[src/rtl/serial_lut_loader.sv]
`default_nettype none
// ============================================================================
// Module   : serial_lut_loader
// Purpose  : Serialises a parallel LUT table MSB-first onto sd/sclk/cs_n for
//            the serial-load LUT receiver; sclk is derived from clk.
// Revision : 1.0 - initial release
// ============================================================================
module serial_lut_loader #(
  parameter int TABLE_BITS = 48,
  parameter int CLK_DIV    = 2
) (
  input  logic                  clk,
  input  logic                  rst_n,
  input  logic                  start,
  input  logic                  abort,
  input  logic [TABLE_BITS-1:0] table_in,
  output logic                  busy,
  output logic                  done,
  output logic                  sclk,
  output logic                  sd,
  output logic                  cs_n
);

  localparam int PH_W  = (CLK_DIV > 1) ? $clog2(CLK_DIV) : 1;
  localparam int BIT_W = $clog2(TABLE_BITS + 1);

  localparam logic [PH_W-1:0]  C_PH_LAST  = PH_W'(CLK_DIV - 1);
  localparam logic [PH_W-1:0]  C_PH_ONE   = PH_W'(1);
  localparam logic [BIT_W-1:0] C_BIT_LAST = BIT_W'(TABLE_BITS - 1);
  localparam logic [BIT_W-1:0] C_BIT_FULL = BIT_W'(TABLE_BITS);
  localparam logic [BIT_W-1:0] C_BIT_ONE  = BIT_W'(1);

  typedef enum logic [1:0] {
    S_IDLE  = 2'd0,
    S_SETUP = 2'd1,
    S_HIGH  = 2'd2,
    S_LOW   = 2'd3
  } state_t;

  state_t                state_q, state_d;
  logic [PH_W-1:0]       phase_q, phase_d;
  logic [BIT_W-1:0]      bit_q,   bit_d;
  // Holds only the bits still to be sent; the bit on sd lives in sd_q.
  logic [TABLE_BITS-2:0] shreg_q, shreg_d;
  logic                  sclk_q,  sclk_d;
  logic                  sd_q,    sd_d;
  logic                  cs_n_q,  cs_n_d;
  logic                  busy_q,  busy_d;
  logic                  done_q,  done_d;

  always_ff @(posedge clk or negedge rst_n) begin
    if (!rst_n) begin
      state_q <= S_IDLE;
      phase_q <= '0;
      bit_q   <= '0;
      shreg_q <= '0;
      sclk_q  <= 1'b0;
      sd_q    <= 1'b0;
      cs_n_q  <= 1'b1;
      busy_q  <= 1'b0;
      done_q  <= 1'b0;
    end else begin
      state_q <= state_d;
      phase_q <= phase_d;
      bit_q   <= bit_d;
      shreg_q <= shreg_d;
      sclk_q  <= sclk_d;
      sd_q    <= sd_d;
      cs_n_q  <= cs_n_d;
      busy_q  <= busy_d;
      done_q  <= done_d;
    end
  end

  always_comb begin
    state_d = state_q;
    phase_d = phase_q;
    bit_d   = bit_q;
    shreg_d = shreg_q;
    sclk_d  = sclk_q;
    sd_d    = sd_q;
    cs_n_d  = cs_n_q;
    busy_d  = busy_q;
    done_d  = 1'b0;

    unique case (state_q)
      S_IDLE: begin
        if (start && !abort) begin
          shreg_d = table_in[TABLE_BITS-2:0];
          sd_d    = table_in[TABLE_BITS-1];
          cs_n_d  = 1'b0;
          busy_d  = 1'b1;
          phase_d = '0;
          bit_d   = '0;
          state_d = S_SETUP;
        end
      end

      S_SETUP: begin
        if (phase_q == C_PH_LAST) begin
          phase_d = '0;
          sclk_d  = 1'b1;
          state_d = S_HIGH;
        end else begin
          phase_d = phase_q + C_PH_ONE;
        end
      end

      S_HIGH: begin
        if (phase_q == C_PH_LAST) begin
          phase_d = '0;
          bit_d   = bit_q + C_BIT_ONE;
          sclk_d  = 1'b0;
          state_d = S_LOW;
          // The final bit is left on sd through the closing LOW phase.
          if (bit_q != C_BIT_LAST) begin
            sd_d    = shreg_q[TABLE_BITS-2];
            shreg_d = shreg_q << 1;
          end
        end else begin
          phase_d = phase_q + C_PH_ONE;
        end
      end

      S_LOW: begin
        if (phase_q == C_PH_LAST) begin
          phase_d = '0;
          if (bit_q < C_BIT_FULL) begin
            sclk_d  = 1'b1;
            state_d = S_HIGH;
          end else begin
            state_d = S_IDLE;
            bit_d   = '0;
            shreg_d = '0;
            cs_n_d  = 1'b1;
            sd_d    = 1'b0;
            busy_d  = 1'b0;
            done_d  = 1'b1;
          end
        end else begin
          phase_d = phase_q + C_PH_ONE;
        end
      end

      default: begin
        state_d = S_IDLE;
      end
    endcase

    // Abort dropping cs_n together with sclk is harmless: the receiver only
    // acts on sclk rising edges.
    if (abort && (state_q != S_IDLE)) begin
      state_d = S_IDLE;
      phase_d = '0;
      bit_d   = '0;
      shreg_d = '0;
      sclk_d  = 1'b0;
      sd_d    = 1'b0;
      cs_n_d  = 1'b1;
      busy_d  = 1'b0;
      done_d  = 1'b0;
    end
  end

  assign busy = busy_q;
  assign done = done_q;
  assign sclk = sclk_q;
  assign sd   = sd_q;
  assign cs_n = cs_n_q;

endmodule
`default_nettype wire
[config.mk]
export PLATFORM = sky130hd
export DESIGN_NAME = serial_lut_loader
export DESIGN_NICKNAME = d
export VERILOG_FILES = /design/src/rtl/serial_lut_loader.sv
export SDC_FILE = /design/constraint.sdc
export NUM_CORES = 1
export LEC_CHECK = 0
export CAP_MARGIN = 20
export CORE_ASPECT_RATIO = 1.75
export CORE_MARGIN = 10
export CORE_UTILIZATION = 58
export DETAILED_ROUTE_END_ITERATION = 8
export PLACE_DENSITY = 0.89
export SLEW_MARGIN = 20
export SYNTH_ARGS = -nofsm -noshare
export SYNTH_HDL_FRONTEND = slang
export SYNTH_SLANG_ARGS = --single-unit
[constraint.sdc]
create_clock -name clk -period 5.1 [get_ports clk]
set_clock_uncertainty 0.2 [all_clocks]
set_input_delay 1.53 -clock clk [delete_from_list [all_inputs] [get_ports clk]]
set_output_delay 1.53 -clock clk [all_outputs]
set_load 0.05 [all_outputs]
Word-level counts from Yosys, hierarchy flattened
Cells that the tools add are included.
Word-level totals
  word-level logic and storage cells: 85
  input bits: 52
  flip-flop bits (word level): 61
Operators by class
  equality and inequality tests: 11
  muxes and demuxes: 48
  reductions and logical operators: 14
  add/sub/neg operators: 2
  order comparisons: 1
Operator list (number)
  47-bit 2-to-1 mux: 6
  47-bit one-hot mux with 3 select lines: 1
  6-bit 2-to-1 mux: 5
  1-bit 2-to-1 mux: 23
  3-bit inequality test, second input constant: 7
  6-bit one-hot mux with 3 select lines: 1
  2-bit 2-to-1 mux: 6
  5-bit AND reduction: 2
  2-bit one-hot mux with 4 select lines: 1
  4-bit AND reduction: 2
  4-bit nonzero test: 2
  6-bit by 1-bit adder with 6-bit output, second input constant: 1
  6-bit < comparator, second input constant: 1
  6-bit inequality test, second input constant: 1
  1-bit one-hot mux with 2 select lines: 3
  1-bit one-hot mux with 3 select lines: 2
  6-bit AND reduction: 1
  2-bit equality test, second input constant: 2
  3-bit nonzero test: 1
  3-bit OR reduction: 1
  2-bit by 1-bit equality test with 1-bit output, second input constant: 1
  1-bit logical AND: 2
  2-bit zero test: 1
  2-bit nonzero test: 1
  other kinds (2): 2

Longest topological paths before layout
Gate-level depths: netlist (run 1).
  depth after elaboration: 5
  mapped depth: 8

Worst setup path before layout (run 1)
Ideal clock, no wire load.
  path kind: input to register
  from: in abort
  to: reg sd_q, in the netlist sd
  slack: 1934 ps
  path buffers: 3
  stages: 7
  data arrival time: 2841 ps
  cell sequence: nand2b_1 > a222oi_1 > buf_4 > o41ai_2 > buf_6 > buf_6 > mux2_4
On the way
  longest elaborated chain between the ends: 4
  elaborated cells between the ends (all ways): 11
  those cells by class: 5 x eq/ne; 1 x mux; 5 x reduce/logical
RTL lines
  start: declaration: RTL line 15  | input logic abort,
  1-bit zero test: RTL line 88  | if (start && !abort) begin
  1-bit logical AND: RTL line 88
  3-bit inequality test (no line)
  6-bit AND reduction (no line)
  end signal: assignment: RTL line 58  | sd_q <= 1'b0;
  end signal: assignment: RTL line 68  | sd_q <= sd_d;
  end: declaration: RTL line 46  | logic sd_q, sd_d;
Several ways; a longest one is shown, not always the timed one.
A chain may end at the register's enable or synchronous reset.

Final worst setup path (run 1)
  from: reg cs_n_q, in the netlist cs_n
  to: out cs_n
RTL lines
  start: declaration: RTL line 47  | logic cs_n_q, cs_n_d;
  start signal: assignment: RTL line 69  | cs_n_q <= cs_n_d;
  end: declaration: RTL line 21  | output logic cs_n
No word-level cell between the ends.

==> results.yml, run 1 <==
run_status:
  status: "complete, no violations"
clock_tree:
  cts-resized-gates: 0
  clock_path_buffers: 2
  hold_buffers: 0
  root_buffer: "clkbuf_8"
  cts_inserted_buffers: 9
  post-cts-setup-buffers: 0
  path_clk_slew_ns: 0.06
  cts_tree: "built"
  clock_sinks: 61
  clock_latency_ns: 0.35
  htreeDepth: 3
setup_path:
  path_buf_inv: 1
  end_kind: "primary output"
  critPathLaunchType: "flop"
  cp_max_fo: 3
  cp_cell_sequence: "clkdlybuf4s50_1"
  path_class: "reg2out"
  crit_required_ns: 3.37
  path_delay_family: "buffers and inverters"
  arrival_ns: 1.68
  cpMaxStageDelayCell: "clkdlybuf4s50_1"
  max_stage_delay_ns: 0.80
placed_design:
  port_buffers: 56
  place_ws_ns: 1.36
  globalplace.congestion: 0.800
  dp_hpwl_um: 5640
finish:
  layout.nets: 485
  layout_commonest_cell: "dfrtp_1"
  synthToLayoutAreaGrowth_pct: 21.3
  drive_gt1_share_pct: 17.0
  n_antenna_cell: 0
  layout_common_cells: "dfrtp_1 (59), nand2_1 (57), clkdlybuf4s50_1 (54)"
  fill_cells: 408
synthesis:
  syn_inst: 388
  async_flop_share_pct: 100
  netlist_area_mm2: 0.00360
  synthFlopType: "dfrtp_1"
  yosys.area.top_type: "dfrtp_1"
  syn-num-nets: 441
  ys_ff_latch: 61
  synthDominantCellAreaShare_pct: 41.7
  ys_seq_area_share_pct: 42.4
  synth.distinct_cells: 36
  syn_area_per_cell_um2: 9.28
  synth-edff-count: 0
  ys_warn_count: 0
  yosys-top-cells-area: "dfrtp_1 (42%), mux2_2 (8.8%), nor2b_1 (8.7%)"
timing:
  fin_tns_setup_ns: 0
  slew_viol_final: 0
  hold_viol_final: 0
  rsz0062_at_grt: "no"
  fmax_mhz: 294
  whs_ns: 0.308
  min_period_ns: 3.41
  worstMarginPinSlew_ns: 1.05
  fin_crit_sh_pct: 66.8
  slew_headroom_pct: 29.7
  timing.final.ws_setup_ns: 1.69
  setup_viol: 0
floorplan:
  ios: 57
  row_count: 37
  initial_core_util_pct: 60.3
  die_area_mm2: 0.00988
  die_w_um: 79.6
  die_h_um: 124
  core-area_mm2: 0.00597
route:
  drc: 0
  drtPass1Iterations: 4
  avgRoutedWirePerCell_um: 16.5
  drt_iter0_markers: 248
  num_vias: 2956
  viasPerCell: 5.75
  ant_nets: 0
  finalWirelength_um: 8460
global_routing:
  grt.overflow.total: 0
  grt_max_degree: 58
  first_global_vias: 3017
  antenna_found_initial: 0
  grt_pass1_wl_um: 14100
  grtUsageTotal_pct: 17.5
power_and_ir_drop:
  p_leak_nw: 1.91
  ir_drop_v: 0.000265
  p_per_area_mw_per_mm2: 433
  power.total_mw: 1.89
flow_run:
  max_cap_violations: 0
min_path:
  hold_path_class: "reg2reg"
metal layers:
layer / track usage [%] / part of all wire (%) / wire length, um / vias to the layer above
met3: 4.69 / 4.8 / 404 / 21
met5: 0 / 0 / 0 / -
li1: - / - / - / 1428
met2: 29.2 / 52 / 4430 / 85
met4: 9.19 / 3.1 / 259 / 0
met1: 19.4 / 40 / 3370 / 1422
flip-flops by register name, summed over array words and instances, names as in the netlist:
name and cells:
done 1, busy 1, sd 1, state_q 2
bit_q 6, sclk 1, phase_q 1, shreg_q 47
cs_n 1
power breakdown:
part	internal (mW)	total [mW]	switching [mW]	leakage, nW
clock network	0.250	0.428	0.178	0.0968
logic	0.356	0.632	0.276	1.09
registers	0.690	0.833	0.143	0.724
cells by family (layout without fill, tap and decap cells):
family                     after synthesis  after routing  synth area share, %
buffers and inverters                   34             82                 4.59
AOI/OAI and AO/OA                      117            117                 17.9
adders and majority gates                1              1                0.348
and+or+nand+nor                        126            126                 17.3
muxes                                   49             49                 17.4
DFF                                     61             61                 42.4
layout make-up:
cell class / count / area, um^2 / share of cell area (%)
Multi-Input combinational cell: 293 / 1930 / 44.2
Sequential cell: 61 / 1530 / 35.0
Timing Repair Buffer: 63 / 603 / 13.8
Clock buffer: 14 / 163 / 3.72
Tap cell: 78 / 97.6 / 2.23
Clock inverter: 1 / 30.0 / 0.687
Inverter: 4 / 15.0 / 0.344
synth_stat cells, types with 4 or more instances:
| master | instances |
|---|---|
| mux2_2 | 28 |
| nand3_1 | 5 |
| a21oi_1 | 50 |
| inv_1 | 4 |
| clkbuf_1 | 21 |
| buf_6 | 4 |
| nor2_1 | 6 |
| nand2_1 | 57 |
| nor2b_1 | 50 |
| mux2_4 | 20 |
| dfrtp_1 | 60 |
| o21ai_0 | 52 |
stage by stage:
stage / util (%) / instance area [um^2] / instances
floorplan: - / 3600 / 388
global placement: 69.9 / 4180 / 499
detailed placement: 69.9 / 4180 / 499
CTS: 73.1 / 4370 / 514
global route: 73.1 / 4370 / 514
finish: 73.1 / 4370 / 514
final timing paths:
kind	startpoint	endpoint	slack, ns	cells after the start
worst max-delay path	cs_n	cs_n	1.69	1
worst min-delay path	bit_q[5]	bit_q[5]	0.31	1
worst max register to register	state_q[1]	shreg_q[16]	2.16	5
worst min register to register	bit_q[5]	bit_q[5]	0.31	1
max in group asynchronous	rst_n	shreg_q[20]	2.82	2
min in group asynchronous	rst_n	done	1.05	1
Power figures use the tool's default switching activity.
==> run 2, diff against run 1 <==
--- a/config.mk
+++ b/config.mk
@@ -8,9 +8,9 @@
 export CAP_MARGIN = 20
 export CORE_ASPECT_RATIO = 1.75
 export CORE_MARGIN = 10
-export CORE_UTILIZATION = 58
+export CORE_UTILIZATION = 54
 export DETAILED_ROUTE_END_ITERATION = 8
-export PLACE_DENSITY = 0.89
+export PLACE_DENSITY = 0.84
 export SLEW_MARGIN = 20
 export SYNTH_ARGS = -nofsm -noshare
 export SYNTH_HDL_FRONTEND = slang
==> constraint.sdc (replaced) <==
create_clock -name clk -period 3.4 [get_ports clk]
set_clock_uncertainty 0.2 [all_clocks]
set_input_delay 1.02 -clock clk [delete_from_list [all_inputs] [get_ports clk]]
set_output_delay 1.02 -clock clk [all_outputs]
set_load 0.05 [all_outputs]
==> run 2 against run 1 <==
Global-route usage fell by 0.30 points. Via count barely moved. Sequential share of layout area fell by 1.1 points. Largest power group unchanged. Largest cell class unchanged. Hold slack improved by 0.0013 ns. Highest routed layer unchanged. Non-clock buffer count rose by 4. Design area rose by 3.1%. Clock power rose by 100%.
==> results.yml, run 2 (synthesis gave the netlist of run 1 again) <==
clock_tree:
  clock_latency_ns: 0.33
  cts_tree: "built"
  clock_sinks: 61
  hold_buffers: 0
  cts-resized-gates: 0
  clock_path_buffers: 2
  cts_inserted_buffers: 9
  root_buffer: "clkbuf_16"
  post-cts-setup-buffers: 0
  path_clk_slew_ns: 0.05
  htreeDepth: 3
setup_path:
  timing.rr.start: "state_q[1]"
  path_delay_family: "compound AO/OA/AOI/OAI gates"
  critPathLaunchType: "primary input"
  cpMaxStageDelayCell: "a222oi_1"
  arrival_ns: 3.01
  path_buf_inv: 2
  max_stage_delay_ns: 0.58
  ff2ff_path_depth: 5
  crit_start: "start"
  cp_cell_sequence: "clkdlybuf4s50_1 > nand2b_1 > a222oi_1 > o41ai_4 > buf_12 > mux2_4"
  r2r-end: "sd"
  end_kind: "flop"
  cp_max_fo: 35
  path_class: "in2reg"
  reg2reg_slack_ns: 1.01
  crit_required_ns: 3.41
floorplan:
  die_area_mm2: 0.0105
  initial_core_util_pct: 55.5
  ios: 57
  core-area_mm2: 0.00649
  die_h_um: 128
  die_w_um: 81.7
  row_count: 39
power_and_ir_drop:
  p_leak_nw: 1.98
  power.switching_mw: 0.962
  swShare_pct: 31.0
  seqPwrFrac_pct: 40.2
  p_per_area_mw_per_mm2: 689
  ir_drop_v: 0.000392
  internal-power_mw: 2.14
  p_clk_share_pct: 28.2
  power_frac_comb_pct: 31.6
global_routing:
  first_global_vias: 3070
  grt.overflow.total: 0
  grt_pass1_wl_um: 14400
  grtUsageTotal_pct: 17.2
  grt_max_degree: 54
  antenna_found_initial: 0
placed_design:
  globalplace.congestion: 0.793
  place_area_mm2: 0.00422
  place_ws_ns: 0.0601
  dp_cells: 507
  dp_hpwl_um: 5840
  port_buffers: 56
route:
  ant_nets: 0
  drtPass1Iterations: 4
  drt_iter0_markers: 233
  num_vias: 2954
  avgRoutedWirePerCell_um: 16.8
  drc: 0
  viasPerCell: 5.66
  finalWirelength_um: 8790
timing:
  timing.final.ws_setup_ns: 0.400
  rsz0062_at_grt: "no"
  slew_viol_final: 0
  hold_viol_final: 0
  slew_headroom_pct: 44.8
  fin_tns_setup_ns: 0
  min_period_ns: 3.00
  setup_viol: 0
  worstMarginPinSlew_ns: 0.828
  fin_crit_sh_pct: 88.2
  fmax_mhz: 333
finish:
  layout.nets: 489
  regMostFlops: "shreg_q"
  synthToLayoutAreaGrowth_pct: 25.1
  layout.cells.non_filler: 522
  drive_gt1_share_pct: 18.2
  layout_commonest_cell: "dfrtp_1"
  n_antenna_cell: 0
  largest_reg_flops: 47
  stdcell_area_mm2: 0.00450
  top_regs: "shreg_q (47), bit_q (6), state_q (2)"
  layout_common_cells: "dfrtp_1 (59), nand2_1 (57), clkdlybuf4s50_1 (54)"
min_path:
  holdPathEnd: "shreg_q[20]"
  hold_path_class: "reg2reg"
  hold_depth: 1
  hp-start: "shreg_q[20]"
flow_run:
  max_cap_violations: 0
run_status:
  status: "complete, no violations"
-- run 2: layout make-up --
class | instances | area, um^2
repair buffers | 67 | 646
fillers | 498 | 1990
multi-input cells | 293 | 1930
clock buffers | 10 | 229
well taps | 82 | 103
clock inverters | 5 | 52.6
flip-flops and latches | 61 | 1530
inverters | 4 | 15.0
-- run 2: layer usage --
layer / share of wire [%] / vias up / GRT usage, %
li1: - / 1440 / -
met1: 40 / 1437 / 19.1
met2: 54 / 62 / 29.5
met3: 4.2 / 15 / 4.99
met4: 1.6 / 0 / 6.84
met5: 0 / - / 0
-- run 2: power by group through the flow --
stage / logic, mW / clock network, mW / registers [mW]
global route: 1.07 / 0.915 / 1.28
detailed placement: 0.984 / 0 / 1.24
global placement: 0.939 / 0 / 1.23
floorplan: 0.707 / 0 / 1.23
finish: 0.980 / 0.875 / 1.25
CTS: 0.989 / 0.885 / 1.24
-- run 2: how the worst max path moves through the flow --
stage,to,slack (ns),depth (start not counted)
after floorplan,sd,0.74,7
after detailed placement,shreg_q[40],0.06,6
after global placement,shreg_q[28],0.13,6
after global routing,sd,0.35,6
after CTS,sd,0.41,6
final,sd,0.40,6
-- run 2: through the flow --
stage | total power [mW] | utilization (%) | hold slack (ns)
after floorplan | 1.94 | - | 0.269
after CTS | 3.12 | 69.4 | 0.310
after global placement | 2.17 | 65.1 | 0.288
final | 3.10 | 69.4 | 0.309
after global routing | 3.26 | 69.4 | 0.318
after detailed placement | 2.23 | 65.1 | 0.294
